### src/rtl/serial_sub_pkg.sv
`default_nettype none
// ============================================================================
// Module      : serial_sub_pkg
// Description : Shared definitions for the bit-serial subtractor.
//               - serial_sub_state_t : FSM state encoding (IDLE/SHIFT/DONE)
//               - cnt_w()            : width of the bit counter for a given
//                                      operand width
// Revision    : 1.0 - initial release
// ============================================================================
package serial_sub_pkg;

  typedef enum logic [1:0] {
    S_IDLE  = 2'd0,
    S_SHIFT = 2'd1,
    S_DONE  = 2'd2
  } serial_sub_state_t;

  // Counter must hold WIDTH-1; $clog2(WIDTH) bits suffice for WIDTH >= 2.
  function automatic int cnt_w(input int width);
    return $clog2(width);
  endfunction

endpackage : serial_sub_pkg
`default_nettype wire

### src/rtl/full_subtractor.sv
`default_nettype none
// ============================================================================
// Module      : full_subtractor
// Description : 1-bit full subtractor built from two half-subtractor stages.
//               diff_o = a_i ^ b_i ^ bin_i
//               bout_o = (~a_i & b_i) | (~(a_i ^ b_i) & bin_i)
// Ports       : a_i    in  1  minuend bit
//               b_i    in  1  subtrahend bit
//               bin_i  in  1  borrow-in
//               diff_o out 1  difference bit
//               bout_o out 1  borrow-out
// Revision    : 1.0 - initial release
// ============================================================================
module full_subtractor (
  input  logic a_i,
  input  logic b_i,
  input  logic bin_i,
  output logic diff_o,
  output logic bout_o
);

  logic hs1_diff;
  logic hs1_bout;
  logic hs2_bout;

  // Stage 1: a - b
  assign hs1_diff = a_i ^ b_i;
  assign hs1_bout = ~a_i & b_i;

  // Stage 2: (a - b) - bin
  assign diff_o   = hs1_diff ^ bin_i;
  assign hs2_bout = ~hs1_diff & bin_i;

  // At most one stage can borrow, so OR merges them.
  assign bout_o   = hs1_bout | hs2_bout;

endmodule : full_subtractor
`default_nettype wire

### src/rtl/serial_subtractor.sv
`default_nettype none
// ============================================================================
// Module      : serial_subtractor
// Description : Bit-serial WIDTH-bit subtractor. Operands accepted over a
//               valid/ready handshake are processed LSB first, one bit per
//               clock, through a single full_subtractor cell and a borrow
//               flip-flop. Result diff = a - b - bin (mod 2^WIDTH) and
//               borrow-out are presented over a second valid/ready handshake.
// Parameters  : WIDTH      operand/result width, 2..64 (default 8)
// Ports       : clk        in   1      rising-edge clock
//               rst_n      in   1      asynchronous active-low reset
//               in_valid   in   1      operands valid
//               in_ready   out  1      block can accept operands (IDLE)
//               a          in   WIDTH  minuend
//               b          in   WIDTH  subtrahend
//               bin        in   1      borrow-in
//               out_valid  out  1      result valid (DONE)
//               out_ready  in   1      consumer accepts result
//               diff       out  WIDTH  difference
//               borrow     out  1      borrow-out (a < b + bin, unsigned)
//               ovf        out  1      signed overflow, present only when
//                                      SERIAL_SUB_SIGNED_EN is defined
// Macros      : SERIAL_SUB_SIGNED_EN - adds the ovf port and its logic
// Revision    : 1.0 - initial release
// ============================================================================
module serial_subtractor
  import serial_sub_pkg::*;
#(
  parameter int WIDTH = 8
) (
  input  logic             clk,
  input  logic             rst_n,
  input  logic             in_valid,
  output logic             in_ready,
  input  logic [WIDTH-1:0] a,
  input  logic [WIDTH-1:0] b,
  input  logic             bin,
  output logic             out_valid,
  input  logic             out_ready,
  output logic [WIDTH-1:0] diff,
  output logic             borrow
`ifdef SERIAL_SUB_SIGNED_EN
  ,
  output logic             ovf
`endif
);

  localparam int CW = cnt_w(WIDTH);

  serial_sub_state_t state_q, state_d;

  logic [WIDTH-1:0]  a_q, a_d;
  logic [WIDTH-1:0]  b_q, b_d;
  logic [WIDTH-1:0]  res_q, res_d;
  logic [WIDTH-1:0]  diff_q, diff_d;
  logic              br_q, br_d;
  logic              borrow_q, borrow_d;
  logic [CW-1:0]     cnt_q, cnt_d;
`ifdef SERIAL_SUB_SIGNED_EN
  logic              ovf_q, ovf_d;
`endif

  logic              cell_diff;
  logic              cell_bout;
  logic [WIDTH-1:0]  res_shifted;

  // --------------------------------------------------------------------------
  // Serial cell: always looks at the current LSBs and the borrow FF
  // --------------------------------------------------------------------------
  full_subtractor u_cell (
    .a_i    (a_q[0]),
    .b_i    (b_q[0]),
    .bin_i  (br_q),
    .diff_o (cell_diff),
    .bout_o (cell_bout)
  );

  // New difference bit enters at the MSB so that after WIDTH shifts the
  // first (LSB) bit has arrived at position 0.
  assign res_shifted = {cell_diff, res_q[WIDTH-1:1]};

  // --------------------------------------------------------------------------
  // State / datapath registers
  // --------------------------------------------------------------------------
  always_ff @(posedge clk or negedge rst_n) begin
    if (!rst_n) begin
      state_q  <= S_IDLE;
      a_q      <= '0;
      b_q      <= '0;
      res_q    <= '0;
      diff_q   <= '0;
      br_q     <= 1'b0;
      borrow_q <= 1'b0;
      cnt_q    <= '0;
`ifdef SERIAL_SUB_SIGNED_EN
      ovf_q    <= 1'b0;
`endif
    end else begin
      state_q  <= state_d;
      a_q      <= a_d;
      b_q      <= b_d;
      res_q    <= res_d;
      diff_q   <= diff_d;
      br_q     <= br_d;
      borrow_q <= borrow_d;
      cnt_q    <= cnt_d;
`ifdef SERIAL_SUB_SIGNED_EN
      ovf_q    <= ovf_d;
`endif
    end
  end

  // --------------------------------------------------------------------------
  // Next-state / datapath logic
  // --------------------------------------------------------------------------
  always_comb begin
    state_d  = state_q;
    a_d      = a_q;
    b_d      = b_q;
    res_d    = res_q;
    diff_d   = diff_q;
    br_d     = br_q;
    borrow_d = borrow_q;
    cnt_d    = cnt_q;
`ifdef SERIAL_SUB_SIGNED_EN
    ovf_d    = ovf_q;
`endif

    case (state_q)
      S_IDLE: begin
        if (in_valid) begin
          a_d     = a;
          b_d     = b;
          br_d    = bin;
          res_d   = '0;
          cnt_d   = CW'(WIDTH - 1);
          state_d = S_SHIFT;
        end
      end

      S_SHIFT: begin
        a_d   = a_q >> 1;
        b_d   = b_q >> 1;
        res_d = res_shifted;
        br_d  = cell_bout;
        if (cnt_q == '0) begin
          // Final bit: the cell is operating on the MSB, so br_q is the
          // borrow into the MSB and cell_bout the borrow out of it.
          diff_d   = res_shifted;
          borrow_d = cell_bout;
`ifdef SERIAL_SUB_SIGNED_EN
          ovf_d    = br_q ^ cell_bout;
`endif
          state_d  = S_DONE;
        end else begin
          cnt_d = cnt_q - CW'(1);
        end
      end

      S_DONE: begin
        if (out_ready) begin
          state_d = S_IDLE;
        end
      end

      default: begin
        state_d = S_IDLE;
      end
    endcase
  end

  // Handshake outputs depend on state only.
  assign in_ready  = (state_q == S_IDLE);
  assign out_valid = (state_q == S_DONE);
  assign diff      = diff_q;
  assign borrow    = borrow_q;
`ifdef SERIAL_SUB_SIGNED_EN
  assign ovf       = ovf_q;
`endif

endmodule : serial_subtractor
`default_nettype wire

### config.mk
export PLATFORM = sky130hd
export DESIGN_NAME = serial_subtractor
export DESIGN_NICKNAME = d
export VERILOG_FILES = /design/src/rtl/serial_sub_pkg.sv /design/src/rtl/full_subtractor.sv /design/src/rtl/serial_subtractor.sv
export SDC_FILE = /design/constraint.sdc
export NUM_CORES = 1
export LEC_CHECK = 0
export CAP_MARGIN = 5
export CELL_PAD_IN_SITES_DETAIL_PLACEMENT = 0
export CELL_PAD_IN_SITES_GLOBAL_PLACEMENT = 1
export CORE_ASPECT_RATIO = 1.25
export CORE_MARGIN = 8
export CORE_UTILIZATION = 37
export DETAILED_ROUTE_END_ITERATION = 10
export MAX_ROUTING_LAYER = met4
export PLACE_DENSITY_LB_ADDON = 0.1
export SYNTH_ARGS = -nofsm -noshare
export SYNTH_HDL_FRONTEND = slang
export SYNTH_SLANG_ARGS = --single-unit
### constraint.sdc
create_clock -name clk -period 1.4 [get_ports clk]
set_input_delay 0.28 -clock clk [delete_from_list [all_inputs] [get_ports clk]]
set_output_delay 0.28 -clock clk [all_outputs]
set_load 0.03 [all_outputs]
# Word level (Yosys, flattened, before mapping)
# Index checks and enable logic that the tools add are counted.
# word_totals
regBits,39
inputBits,21
output_inout_bits,11
wordCells,44
# op_classes
add_sub_neg,1
n_eq_ne,6
n_mux,15
n_bitwise,7
n_reduce_logical,7
# op_table
operator,n
8-bit case mux with 2 select lines,3
8-bit two-way mux,3
2-bit two-way mux,3
3-bit two-way mux,2
"2-bit != test, second input constant",3
2-bit case mux with 3 select lines,1
3-bit case mux with 2 select lines,1
3-bit AND reduction,2
2-bit AND reduction,2
3-bit zero test,1
"3-bit by 1-bit subtractor with 3-bit output, second input constant",1
1-bit bitwise AND,2
"2-bit by 1-bit == test with 1-bit output, second input constant",1
"2-bit == test, second input constant",1
2-bit zero test,1
"2-bit by 1-bit != test with 1-bit output, second input constant",1
1-bit NOT,2
1-bit case mux with 2 select lines,1
2-bit nonzero test,1
1-bit bitwise XOR,2
1-bit two-way mux,1
1-bit OR,1

# Depth between registers and ports, before layout
# Gate-level depths: netlist of the first run.
# depth
word_depth,5
depth_mapped,6
ltp_nobuf,5

# Hierarchy
# From an unflattened synthesis of the first run, not the netlist that was laid out.
# unflattened
cells_unflattened,163
hier_area_um2,1831.8
# modules_own_cells
mod,instances,cells_per_inst,area_each_um2,seq_area_each_um2
serial_subtractor,1,159,1800.5,950.9
full_subtractor,1,4,31.3,0.0

# Worst setup path before layout of the first run
# OpenSTA, ideal clock, no wires.
# synth_timing
path_type,flip-flop to flip-flop
startpoint,register cnt_q[0]
endpoint,"register diff_q[0], in the netlist diff[0]"
setup_time_ns,0.125
arrival_ns,1.258
t_required_ns,1.275
path_slack_ns,0.017
path_stages_with_launch,6
path_buffers,1
period_less_slack_ns,1.383
path_cell_list,dfrtp_1 inv_1 ha_1 and3_4 buf_8 mux2_4
# synth_via
elab_chain_cells,2
# synth_rtl
item,line,rtl
from (decl),serial_subtractor.sv:58,"logic [CW-1:0] cnt_q, cnt_d;"
from (signal assigned),serial_subtractor.sv:106,cnt_q <= cnt_d;
3-bit zero test,serial_subtractor.sv:146,if (cnt_q == '0) begin
2-bit AND reduction (no line),--,
to (signal assigned),serial_subtractor.sv:103,diff_q <= diff_d;
to (decl),serial_subtractor.sv:55,"logic [WIDTH-1:0] diff_q, diff_d;"
# Every way passes these cells.
# A chain may end at the register's enable or synchronous reset.

# Worst setup path in the final report of the first run
# layout_timing
startpoint,register state_q[0]
endpoint,register cnt_q[0]
# layout_via
elab_chain_cells,3
word_cells_on_any_way,7
classes_between,eq/ne: 3; mux: 1; reduce/logical: 3
# layout_rtl
item,line,rtl
from (decl),serial_subtractor.sv:50,"serial_sub_state_t state_q, state_d;"
from (signal assigned),serial_subtractor.sv:99,state_q <= state_d;
2-bit by 1-bit == test with 1-bit output or 2-bit zero test (tied branches),serial_subtractor.sv:129,case (state_q)
2-bit != test (no line) or 2-bit nonzero test (tied branches),--,
3-bit AND reduction (no line),--,
# Several ways; a longest one is shown, not always the timed one.

==> results.py, run 1 <==
metrics = {
    "setup_path": {
        "setup.worst_path.end_class": "register",
        "timing.critical_path.fanout_max": 21,
        "timing.critical_path.slowest_cell_delay_ns": 0.45,
        "setup.worst_path.class": "reg -> reg",
        "cp_common_cell": "buf_12",
        "startpoint_type": "register",
        "required_ns": 1.58,
        "crit_chain": "buf_12, buf_4, o21bai_4, buf_12, a31oi_2, o21a_1",
        "cpMaxStageDelayCell": "dfrtp_2",
        "cp.arrival_ns": 1.58,
    },
    "floorplanning": {
        "core_region_area_um2": 4690,
        "fp-row-count": 28,
        "die_width_um": 78.1,
        "design.portCount": 32,
        "start_util": 0.380,
        "design.die.area_um2": 7310,
        "die_h_um": 93.6,
    },
    "timing": {
        "timing.slew.headroom": 0.685,
        "max_freq_mhz": 713,
        "setup_slack_ns": -0.00316,
        "final_hold_viol_count": 0,
        "period_needed_ns": 1.40,
        "final-setup-viol-count": 1,
        "clock_skew_ns": 0.00739,
        "layout_worst_path_cycle_share": 1.00,
        "grt_setup_unrepaired": "yes",
        "timing_max_transition_violations_final": 0,
        "worst_slew_pin_slew_ns": 0.472,
    },
    "power_and_ir_drop": {
        "vdd_ir_drop_max_uv": 771,
        "leakage_power_nw": 1.07,
        "cellPowerDensity_nw_per_um2": 2250,
    },
    "layout": {
        "num-fill-cells": 453,
        "finalNonFillerCells": 249,
        "layout_common_cells": "37 x dfrtp_1, 19 x clkdlybuf4s50_1, 16 x mux2i_1, 16 x nand2_1, 16 x o21ai_1",
        "most_common_cell_after_layout_fill_and_taps_aside": "dfrtp_1",
        "num-nets-final": 212,
        "final_layout_size_suffix_gt1_frac": 0.238,
        "antenna-diode-count": 0,
        "layout-area-overhead-vs-synth_pct": 31.8,
    },
    "detailed_routing": {
        "met2_wirelength_mm": 1.75,
        "vias": 1182,
        "highest_routed_layer": "met4",
        "initialDrtViolationCount": 36,
        "drc": 0,
        "route.antenna.remaining_nets": 0,
        "routed_via_density": 4.75,
        "drt-pass1-iter-count": 5,
        "route.met3.wl_um": 165,
        "wl_met1_mm": 1.63,
        "detail_route.wl_per_cell_um": 14.4,
        "route.final.wire_length_mm": 3.59,
    },
    "clock_tree": {
        "worstSkewPairLatency_ns": 0.29,
        "post_cts_hold_buffer_count": 0,
        "cts_sinks": 38,
        "tritoncts": "done",
        "maximum_root_to_sink_buffer_count": 2,
        "htreeDepth": 2,
        "clock-root-buffer": "clkbuf_8",
        "tritoncts_buffer_count": 5,
        "path_clk_slew_ns": 0.07,
    },
    "placed_design": {
        "placement.io_buffers": 31,
        "dp_cells": 235,
        "detailedPlace.worstSlack_ns": -0.0801,
        "gp_congestion": 0.676,
        "hpwlAfterDp_mm": 2.47,
    },
    "yosys": {
        "part_of_the_yosys_area_used_for_sequential_elements": 0.533,
        "synth-edff-count": 0,
        "synth_largest_area_cell": "dfrtp_1",
        "largest_cells_by_area_after_synthesis": "dfrtp_1 53%, mux2i_1 9.0%, mux2_4 6.7%",
        "synth.ff_latch_count": 38,
        "synthesis.nets": 170,
        "synth.avg_cell_area_um2": 12.2,
        "synth_top_area_share": 0.533,
        "synth_area_um2": 1780,
        "synthFlopType": "dfrtp_1",
        "synth_cells": 146,
        "synthDistinctLibCells": 31,
        "synth_async_reset_ratio": 1.00,
        "yosysWarningCount": 0,
    },
    "flow_run": {
        "max_cap_viol_count": 0,
    },
    "global_route": {
        "globalRoute.totalOverflow": 0,
        "antenna_found_initial": 0,
        "grt_max_degree": 39,
        "grt_first_pass_wirelength_mm": 5.87,
        "number_of_global_route_vias_before_repair": 1270,
        "grt.total_usage": 0.102,
    },
    "outcome": {
        "violations_in_the_final_reports": "negative setup slack",
        "run_status": "complete, but fails checks",
    },
    "worst_hold_path": {
        "min_path_type": "in -> async",
    },
}
[critical path, delay by kind of cell (launching register included)]
| family | cells | cell delay [ns] |
|---|---|---|
| buffers and inverters | 3 | 0.46 |
| DFF | 1 | 0.45 |
| AOI/OAI and AO/OA | 3 | 0.39 |
[per-layer routing]
layer  global-route usage  vias to the layer above
met4               0.0325                        0
li1                     -                      585
met5                    -                        -
met3               0.0345                        4
met2                0.170                       27
met1                0.114                      566
[stage by stage]
step | utilization | cell area (um2) | hold WS [ns] | total power, W | TNS, ns
global placement | 0.460 | 2160 | 0.357 | 0.00425 | -0.189
global route | 0.501 | 2350 | 0.0699 | 0.00568 | -0.405
finish | 0.501 | 2350 | 0.0290 | 0.00530 | -0.00316
CTS | 0.487 | 2290 | 0.0521 | 0.00520 | -0.0444
detailed placement | 0.460 | 2160 | 0.362 | 0.00432 | -0.728
floorplan | - | 1780 | -0.0156 | 0.00364 | 0
[cell families after synthesis]
group,count (synthesis),share of synthesized area
AO/OA/AOI/OAI,33,0.130
adder cells (fa/ha/maj),3,0.0252
buffers and inverters,17,0.0631
flip-flops,38,0.533
multiplexers,24,0.157
AND/OR/NAND/NOR,31,0.0919
[state kept, by name, summed over array words and instances (netlist names)]
register and count:
diff 8, cnt_q 3, br_q 1, state_q 2, a_q 8, b_q 8, res_q 7, borrow 1
[where the power goes]
part	switching [W]	total (W)	internal [W]	leakage, nW
clock network	0.000364	0.000897	0.000533	0.0524
registers	0.000291	0.00189	0.00159	0.478
logic	0.00126	0.00252	0.00126	0.543
[final timing paths]
path / slack, ns / depth (start not counted) / end / start
max: -0.003 / 6 / cnt_q[0]$_DFFE_PN0P_ / state_q[0]$_DFFE_PN0P_
min: 0.03 / 2 / diff[0]$_DFFE_PN0P_ / rst_n
max reg2reg: -0.003 / 6 / cnt_q[0]$_DFFE_PN0P_ / state_q[0]$_DFFE_PN0P_
min reg2reg: 0.49 / 2 / b_q[2]$_DFFE_PN0P_ / b_q[2]$_DFFE_PN0P_
max in group asynchronous: 1.02 / 2 / state_q[0]$_DFFE_PN0P_ / rst_n
min in group clk: 0.49 / 2 / b_q[2]$_DFFE_PN0P_ / b_q[2]$_DFFE_PN0P_
[cells in the mapped netlist, drive strengths merged (2+ instances only)]
library cell,instances
a21oi,3
a22o,7
buf,10
dfrtp,38
ha,2
inv,7
mux2,8
mux2i,16
nand2,16
nand2b,3
nor2,2
nor2b,6
o21ai,16
[final cells by class]
class	instances	area [um2]	share of cell area
clock buffers	7	76.3	0.0324
flip-flops and latches	38	952	0.405
well taps	60	75.1	0.0319
clock inverters	1	30.0	0.0128
repair buffers	44	423	0.180
inverters	7	26.3	0.0112
multi-input cells	92	769	0.327
[repair_timing]
item | 4_1_cts | 5_1_grt
endpoints found under the setup margin | 12 | 22
gates resized for setup | 12 | 12
buffers inserted | 3 | 2
gates cloned | 0 | 1
pin swaps | 0 | 8
Power figures use the tool's default switching activity.
==> inputs of run 2 (changes only) <==
--- a/config.mk
+++ b/config.mk
@@ -5,6 +5,7 @@
 export SDC_FILE = /design/constraint.sdc
 export NUM_CORES = 1
 export LEC_CHECK = 0
+export ABC_CLOCK_PERIOD_IN_PS = 1400
 export CAP_MARGIN = 5
 export CELL_PAD_IN_SITES_DETAIL_PLACEMENT = 0
 export CELL_PAD_IN_SITES_GLOBAL_PLACEMENT = 1
@@ -12,6 +13,7 @@
 export CORE_MARGIN = 8
 export CORE_UTILIZATION = 37
 export DETAILED_ROUTE_END_ITERATION = 10
+export HOLD_SLACK_MARGIN = 0.02
 export MAX_ROUTING_LAYER = met4
 export PLACE_DENSITY_LB_ADDON = 0.1
 export SYNTH_ARGS = -nofsm -noshare
==> results of run 2 <==
Same layout as run 1: the final DEF is identical, and so are final timing and power.
==> inputs of run 3 (changes only) <==
--- a/config.mk
+++ b/config.mk
@@ -6,7 +6,7 @@
 export NUM_CORES = 1
 export LEC_CHECK = 0
 export ABC_CLOCK_PERIOD_IN_PS = 1400
-export CAP_MARGIN = 5
+export CAP_MARGIN = 10
 export CELL_PAD_IN_SITES_DETAIL_PLACEMENT = 0
 export CELL_PAD_IN_SITES_GLOBAL_PLACEMENT = 1
 export CORE_ASPECT_RATIO = 1.25
==> results of run 3 <==
Same layout as run 1: the final DEF is identical, and so are final timing and power.
